[src/rtl/hdmi_video_pkg.sv]
// Shared constants for the 640x480 HDMI raster: default timing, colour-bar palette
// and the lock-qualifier FSM states.
package hdmi_video_pkg;

    localparam int COORD_W   = 12;
    localparam int MAX_TOTAL = 4096;

    localparam int H_ACTIVE_DEF = 640;
    localparam int H_FP_DEF     = 16;
    localparam int H_SYNC_DEF   = 96;
    localparam int H_BP_DEF     = 48;
    localparam int V_ACTIVE_DEF = 480;
    localparam int V_FP_DEF     = 10;
    localparam int V_SYNC_DEF   = 2;
    localparam int V_BP_DEF     = 33;

    localparam logic [23:0] RGB_WHITE   = 24'hFFFFFF;
    localparam logic [23:0] RGB_YELLOW  = 24'hFFFF00;
    localparam logic [23:0] RGB_CYAN    = 24'h00FFFF;
    localparam logic [23:0] RGB_GREEN   = 24'h00FF00;
    localparam logic [23:0] RGB_MAGENTA = 24'hFF00FF;
    localparam logic [23:0] RGB_RED     = 24'hFF0000;
    localparam logic [23:0] RGB_BLUE    = 24'h0000FF;
    localparam logic [23:0] RGB_BLACK   = 24'h000000;

    typedef enum logic [1:0] {
        ST_IDLE   = 2'd0,
        ST_SETTLE = 2'd1,
        ST_RUN    = 2'd2
    } lock_state_e;

    function automatic int timing_total(input int active, input int fp, input int sync, input int bp);
        return active + fp + sync + bp;
    endfunction

    function automatic logic [23:0] bar_rgb(input logic [2:0] idx);
        case (idx)
            3'd0:    bar_rgb = RGB_WHITE;
            3'd1:    bar_rgb = RGB_YELLOW;
            3'd2:    bar_rgb = RGB_CYAN;
            3'd3:    bar_rgb = RGB_GREEN;
            3'd4:    bar_rgb = RGB_MAGENTA;
            3'd5:    bar_rgb = RGB_RED;
            3'd6:    bar_rgb = RGB_BLUE;
            default: bar_rgb = RGB_BLACK;
        endcase
    endfunction

endpackage

[src/rtl/hdmi_lock_qualifier.sv]
// Qualifies the PLL lock: the raster may run only after LOCK_WAIT consecutive locked
// cycles, and any lock drop returns to IDLE immediately.
module hdmi_lock_qualifier
    import hdmi_video_pkg::*;
#(
    parameter int LOCK_WAIT = 1024
) (
    input  logic clk,
    input  logic rst_n,
    input  logic pll_locked_i,
    output logic run_en_o
);

    localparam int              CNT_W   = $clog2(LOCK_WAIT + 1);
    localparam logic [CNT_W-1:0] LOCK_T  = CNT_W'(LOCK_WAIT);
    localparam logic [CNT_W-1:0] CNT_ONE = CNT_W'(1);

    lock_state_e      state_q, state_d;
    logic [CNT_W-1:0] cnt_q, cnt_d;

    always_comb begin
        state_d = state_q;
        cnt_d   = cnt_q;
        case (state_q)
            ST_IDLE: begin
                cnt_d = '0;
                if (pll_locked_i) begin
                    cnt_d   = CNT_ONE;
                    state_d = (CNT_ONE == LOCK_T) ? ST_RUN : ST_SETTLE;
                end
            end
            ST_SETTLE: begin
                if (!pll_locked_i) begin
                    state_d = ST_IDLE;
                    cnt_d   = '0;
                end else begin
                    cnt_d = cnt_q + CNT_ONE;
                    if (cnt_d == LOCK_T) begin
                        state_d = ST_RUN;
                    end
                end
            end
            ST_RUN: begin
                if (!pll_locked_i) begin
                    state_d = ST_IDLE;
                    cnt_d   = '0;
                end
            end
            default: begin
                state_d = ST_IDLE;
                cnt_d   = '0;
            end
        endcase
    end

    always_ff @(posedge clk) begin
        if (!rst_n) begin
            state_q <= ST_IDLE;
            cnt_q   <= '0;
        end else begin
            state_q <= state_d;
            cnt_q   <= cnt_d;
        end
    end

    assign run_en_o = (state_q == ST_RUN);

endmodule

[src/rtl/hdmi_video_timing.sv]
// Pixel-clock raster generator: lock-qualified h/v counters with registered sync, DE,
// coordinates and strobes. Define HDMI_TIMING_PATTERN_EN to drive colour bars on rgb.
module hdmi_video_timing
    import hdmi_video_pkg::*;
#(
    parameter int H_ACTIVE  = H_ACTIVE_DEF,
    parameter int H_FP      = H_FP_DEF,
    parameter int H_SYNC    = H_SYNC_DEF,
    parameter int H_BP      = H_BP_DEF,
    parameter int V_ACTIVE  = V_ACTIVE_DEF,
    parameter int V_FP      = V_FP_DEF,
    parameter int V_SYNC    = V_SYNC_DEF,
    parameter int V_BP      = V_BP_DEF,
    parameter bit HS_POL    = 1'b0,
    parameter bit VS_POL    = 1'b0,
    parameter int LOCK_WAIT = 1024
) (
    input  logic               clk,
    input  logic               rst_n,
    input  logic               pll_locked,
    output logic               hsync,
    output logic               vsync,
    output logic               de,
    output logic [COORD_W-1:0] x,
    output logic [COORD_W-1:0] y,
    output logic               line_start,
    output logic               frame_start,
    output logic               running,
    output logic [23:0]        rgb
);

    localparam int H_TOTAL = timing_total(H_ACTIVE, H_FP, H_SYNC, H_BP);
    localparam int V_TOTAL = timing_total(V_ACTIVE, V_FP, V_SYNC, V_BP);

    if (H_TOTAL > MAX_TOTAL || V_TOTAL > MAX_TOTAL) begin : g_width_check
        $error("hdmi_video_timing: H_TOTAL/V_TOTAL exceed the 12-bit counter range");
    end
    if (LOCK_WAIT < 1) begin : g_lock_check
        $error("hdmi_video_timing: LOCK_WAIT must be at least 1");
    end

    localparam logic [COORD_W-1:0] H_LAST   = COORD_W'(H_TOTAL - 1);
    localparam logic [COORD_W-1:0] V_LAST   = COORD_W'(V_TOTAL - 1);
    localparam logic [COORD_W-1:0] H_ACT    = COORD_W'(H_ACTIVE);
    localparam logic [COORD_W-1:0] V_ACT    = COORD_W'(V_ACTIVE);
    localparam logic [COORD_W-1:0] HS_START = COORD_W'(H_ACTIVE + H_FP);
    localparam logic [COORD_W-1:0] HS_END   = COORD_W'(H_ACTIVE + H_FP + H_SYNC);
    localparam logic [COORD_W-1:0] VS_START = COORD_W'(V_ACTIVE + V_FP);
    localparam logic [COORD_W-1:0] VS_END   = COORD_W'(V_ACTIVE + V_FP + V_SYNC);

    logic run_en;
    logic run_active;

    hdmi_lock_qualifier #(
        .LOCK_WAIT (LOCK_WAIT)
    ) u_lock_qualifier (
        .clk          (clk),
        .rst_n        (rst_n),
        .pll_locked_i (pll_locked),
        .run_en_o     (run_en)
    );

    // A lock drop in RUN must blank the outputs on the very next edge, so gate with the raw lock.
    assign run_active = run_en && pll_locked;

    logic [COORD_W-1:0] h_q, h_d, v_q, v_d;

    always_comb begin
        h_d = '0;
        v_d = '0;
        if (run_active) begin
            if (h_q == H_LAST) begin
                h_d = '0;
                v_d = (v_q == V_LAST) ? '0 : v_q + 12'd1;
            end else begin
                h_d = h_q + 12'd1;
                v_d = v_q;
            end
        end
    end

    always_ff @(posedge clk) begin
        if (!rst_n) begin
            h_q <= '0;
            v_q <= '0;
        end else begin
            h_q <= h_d;
            v_q <= v_d;
        end
    end

    logic de_d, hs_act, vs_act;

    always_comb begin
        de_d   = (h_q < H_ACT) && (v_q < V_ACT);
        hs_act = (h_q >= HS_START) && (h_q < HS_END);
        vs_act = (v_q >= VS_START) && (v_q < VS_END);
    end

    logic               hsync_q, vsync_q, de_q, ls_q, fs_q, run_q;
    logic [COORD_W-1:0] x_q, y_q;

    always_ff @(posedge clk) begin
        if (!rst_n || !run_active) begin
            hsync_q <= ~HS_POL;
            vsync_q <= ~VS_POL;
            de_q    <= 1'b0;
            x_q     <= '0;
            y_q     <= '0;
            ls_q    <= 1'b0;
            fs_q    <= 1'b0;
            run_q   <= 1'b0;
        end else begin
            hsync_q <= hs_act ? HS_POL : ~HS_POL;
            vsync_q <= vs_act ? VS_POL : ~VS_POL;
            de_q    <= de_d;
            x_q     <= h_q;
            y_q     <= v_q;
            ls_q    <= (h_q == '0);
            fs_q    <= (h_q == '0) && (v_q == '0);
            run_q   <= 1'b1;
        end
    end

    assign hsync       = hsync_q;
    assign vsync       = vsync_q;
    assign de          = de_q;
    assign x           = x_q;
    assign y           = y_q;
    assign line_start  = ls_q;
    assign frame_start = fs_q;
    assign running     = run_q;

`ifdef HDMI_TIMING_PATTERN_EN
    localparam int BAR_W = H_ACTIVE / 8;

    logic [2:0]  bar_idx;
    logic [23:0] rgb_q;

    // Pixels past 8*BAR_W (integer-division remainder) stay in the last bar.
    always_comb begin
        bar_idx = 3'd0;
        for (int k = 1; k < 8; k++) begin
            if (h_q >= COORD_W'(k * BAR_W)) begin
                bar_idx = 3'(k);
            end
        end
    end

    always_ff @(posedge clk) begin
        if (!rst_n || !run_active) begin
            rgb_q <= '0;
        end else begin
            rgb_q <= de_d ? bar_rgb(bar_idx) : 24'h0;
        end
    end

    assign rgb = rgb_q;
`else
    assign rgb = 24'h0;
`endif

endmodule

[config.mk]
export PLATFORM = sky130hd
export DESIGN_NAME = hdmi_video_timing
export DESIGN_NICKNAME = d
export VERILOG_FILES = /design/src/rtl/hdmi_video_pkg.sv /design/src/rtl/hdmi_lock_qualifier.sv /design/src/rtl/hdmi_video_timing.sv
export SDC_FILE = /design/constraint.sdc
export NUM_CORES = 1
export LEC_CHECK = 0
export BUFFER_PORTS_ARGS = -buffer_cell sky130_fd_sc_hd__buf_2
export CORE_AREA = 2 2 77 79
export CTS_CLUSTER_SIZE = 40
export DETAILED_ROUTE_END_ITERATION = 10
export DIE_AREA = 0 0 79 81
export PLACE_DENSITY = 0.84
export SETUP_SLACK_MARGIN = 0.15
export SLEW_MARGIN = 20
export SYNTH_ARGS = -nofsm -noshare
export SYNTH_HDL_FRONTEND = slang
export SYNTH_SLANG_ARGS = --single-unit
[constraint.sdc]
create_clock -name clk -period 2.05 [get_ports clk]
set_clock_uncertainty 0.15 [all_clocks]
set_input_delay 0.3075 -clock clk [delete_from_list [all_inputs] [get_ports clk]]
set_output_delay 0.3075 -clock clk [all_outputs]
set_load 0.005 [all_outputs]
==> flow_summary.ini <==
[outcome]
outcome = completed

[floorplanning]
rows = 28
die_area_um2 = 6400
pin_count = 57
die_w_um = 79
core_region_area_um2 = 5680
die_h_um = 81
initial_core_util = 0.515

[setup_path]
crit_required_ps = 2130
critPathTopFamily = simple AND/OR/NAND/NOR gates
crit_arrival_ps = 1890
crit_type = reg -> reg
cp_num_buf_inv = 0
r2r_slack_ps = 240
worst_path_max_delay_cell = and4bb_4
start_kind = register
slowest_delay_ps = 430
crit_fanout = 8
crit_chain = ha_1, nand3_4, and4bb_4, nand3_1, xor2_1, nor2_1
cp-end-kind = register

[cells_and_area]
final_cell_mix = dfxtp_1 (66), nor2_1 (37), buf_2 (32)
final_common_cell = dfxtp_1
layout-drive-gt1-share = 0.203
fin_area_um2 = 3340
final.fill_count = 509
area_growth_syn_to_layout_pct = 14.4
nets = 364
insertedDiodeCount = 0

[power_and_ir_drop]
p_seq_frac = 0.512
p_per_area_nw_per_um2 = 764
p_leak_nw = 1.39
peakVddDrop_mv = 0.461
internal_power_w = 0.00203
swShare = 0.206
power_frac_comb = 0.010
power_frac_clock = 0.478
switchingPower_w = 0.000524

[drt]
dr_wl_met3_um = 393
remaining_drc_errors = 0
wl_um = 5990
m1WireLength_um = 2500
drt_iter0_drc = 200
vias_per_cell = 5.36
wl_per_cell_um = 13.8
firstDrtPassIters = 5
route.met2.wl_um = 2930
vias = 2332
highest_layer = met4
drtAntennaViolNets = 0

[yosys]
netlist-cell-type-count = 45
synthCells = 318
yosys_register_bits = 67
yosys_warnings = 0
syn_area_per_cell_um2 = 9.18
synth_area_um2 = 2920
ys_seq_area_frac = 0.459
ys.flop_type = dfxtp_1
synth_edf_count = 0
synthArstFlopShare = 0

[sta]
maxSlewViolCount = 0
fin_crit_sh = 0.883
finalSetupViolations = 0
max_slew_margin = 0.664
tns_ps = 0
tightest_slew_ps = 504
final_hold_viol_count = 0
rsz0062_at_grt = true
hold_ws_ps = 90.3
finalCriticalPeriod_ps = 1810
timing.fmax_ghz = 0.552
fin_ws_ps = 239

[cts]
clk_pin_slew_ps = 70
cts.path.max_buffers = 2
cts_hold_buf = 0
clk_latency_ps = 350
cts_sinks = 67
cts_tree = built
cts_made_buffers = 9
cts_root_buf = clkbuf_8
htree_num_levels = 3

[grt]
grt_pass1_wl_um = 9290
antenna_found_initial = 0
grt_pass1_vias = 2035
grt_overflow = 0
grt_max_degree = 18
gr-usage-all-layers = 0.188

[placed_design]
placed_cell_area_um2 = 3030
pre_cts_ws_ps = 131
io_buffers = 32
place_hpwl_um = 3800
gp_congestion = 0.891

[hold_path]
hold_class = in -> reg

[job]
cap_viol_max_count = 0
[metal layers]
layer,up-vias,track usage
li1,1118,-
met1,1101,0.233
met2,97,0.297
met3,16,0.0478
met4,0,0.112
met5,-,0
[through the flow]
stage | power [W] | instances | utilization
6_report | 0.00255 | 435 | 0.588
3_5_place_dp | 0.00136 | 416 | 0.533
4_1_cts | 0.00257 | 432 | 0.574
3_3_place_gp | 0.00136 | 416 | 0.533
2_1_floorplan | 0.00139 | 341 | -
5_1_grt | 0.00264 | 435 | 0.588
[cell families after synthesis]
group,Yosys count,synth area share
compound gates,35,0.0733
xor+xnor,20,0.0600
fa+ha+maj,6,0.0257
buf+inv,42,0.0968
flops,67,0.459
other cells,1,0.00128
simple gates,147,0.284
[final cells by class]
cell class	count	area, um^2	share of cell area
multi-input cells	234	1460	0.437
flip-flops and latches	67	1340	0.402
repair buffers	36	190	0.0570
clock buffers	10	138	0.0412
well taps	75	93.8	0.0281
clock inverters	6	88.8	0.0266
inverters	7	26.3	0.00787
[power by group through the flow]
stage                     logic (W)  clock network (W)  registers (W)
after floorplan           0.0000528                  0        0.00134
after global placement    0.0000237                  0        0.00134
after detailed placement  0.0000245                  0        0.00134
after CTS                 0.0000249            0.00123        0.00131
after global routing      0.0000307            0.00130        0.00131
final                     0.0000259            0.00122        0.00131
[synth_stat cells, types with 2 or more instances]
cell type | instances | area, um^2
dfxtp_1 | 67 | 1340
nor2_1 | 38 | 143
nand2_1 | 26 | 97.6
buf_4 | 24 | 180
and2_1 | 23 | 144
o21ai_0 | 19 | 95.1
nand4_1 | 17 | 106
xor2_1 | 14 | 123
nand3_1 | 11 | 55.1
inv_1 | 7 | 26.3
a21oi_1 | 6 | 30.0
ha_1 | 6 | 75.1
xnor2_1 | 6 | 52.6
and3_1 | 5 | 31.3
buf_2 | 4 | 20.0
buf_6 | 4 | 45.0
and4_1 | 3 | 26.3
clkbuf_1 | 3 | 11.3
nor2b_1 | 3 | 18.8
nor4_1 | 3 | 18.8
or3_1 | 3 | 18.8
nor3_1 | 2 | 10.0
nor3_2 | 2 | 20.0
[path summary, 6_finish.rpt]
path                      from                                      to  cells after the start
max reg2reg  h_q[1]$_SDFF_PP0_                     v_q[5]$_SDFFE_PN0P_                      6
max          h_q[1]$_SDFF_PP0_                     v_q[5]$_SDFFE_PN0P_                      6
min reg2reg  h_q[0]$_SDFF_PP0_                       h_q[0]$_SDFF_PP0_                      1
min                 pll_locked  u_lock_qualifier.cnt_q[0]$_SDFFE_PN0P_                      3
[worst reg2reg max path: stages, from the launching register on]
cell and delay (ps):
dfxtp_1 390, ha_1 250, nand3_4 140, and4bb_4 430
nand3_1 110, xor2_1 190, nor2_1 50
[registers in the layout, indices dropped and copies added, names as in the netlist]
register	cells
line_start	1
h_q	12
x	12
frame_start	1
hsync	1
v_q	12
running	1
de	1
u_lock_qualifier.cnt_q	11
vsync	1
u_lock_qualifier.state_q	2
y	12
[what timing repair did]
action | 4_1_cts | 5_1_grt
gates resized for setup | 1 | 10
cloned | 0 | 2
buffers inserted | 0 | 1
setup endpoints to repair | 1 | 13
pin swaps | 1 | 3
hold endpoints to repair | 0 | 0
No activity file was read; power rests on OpenSTA's default activity.
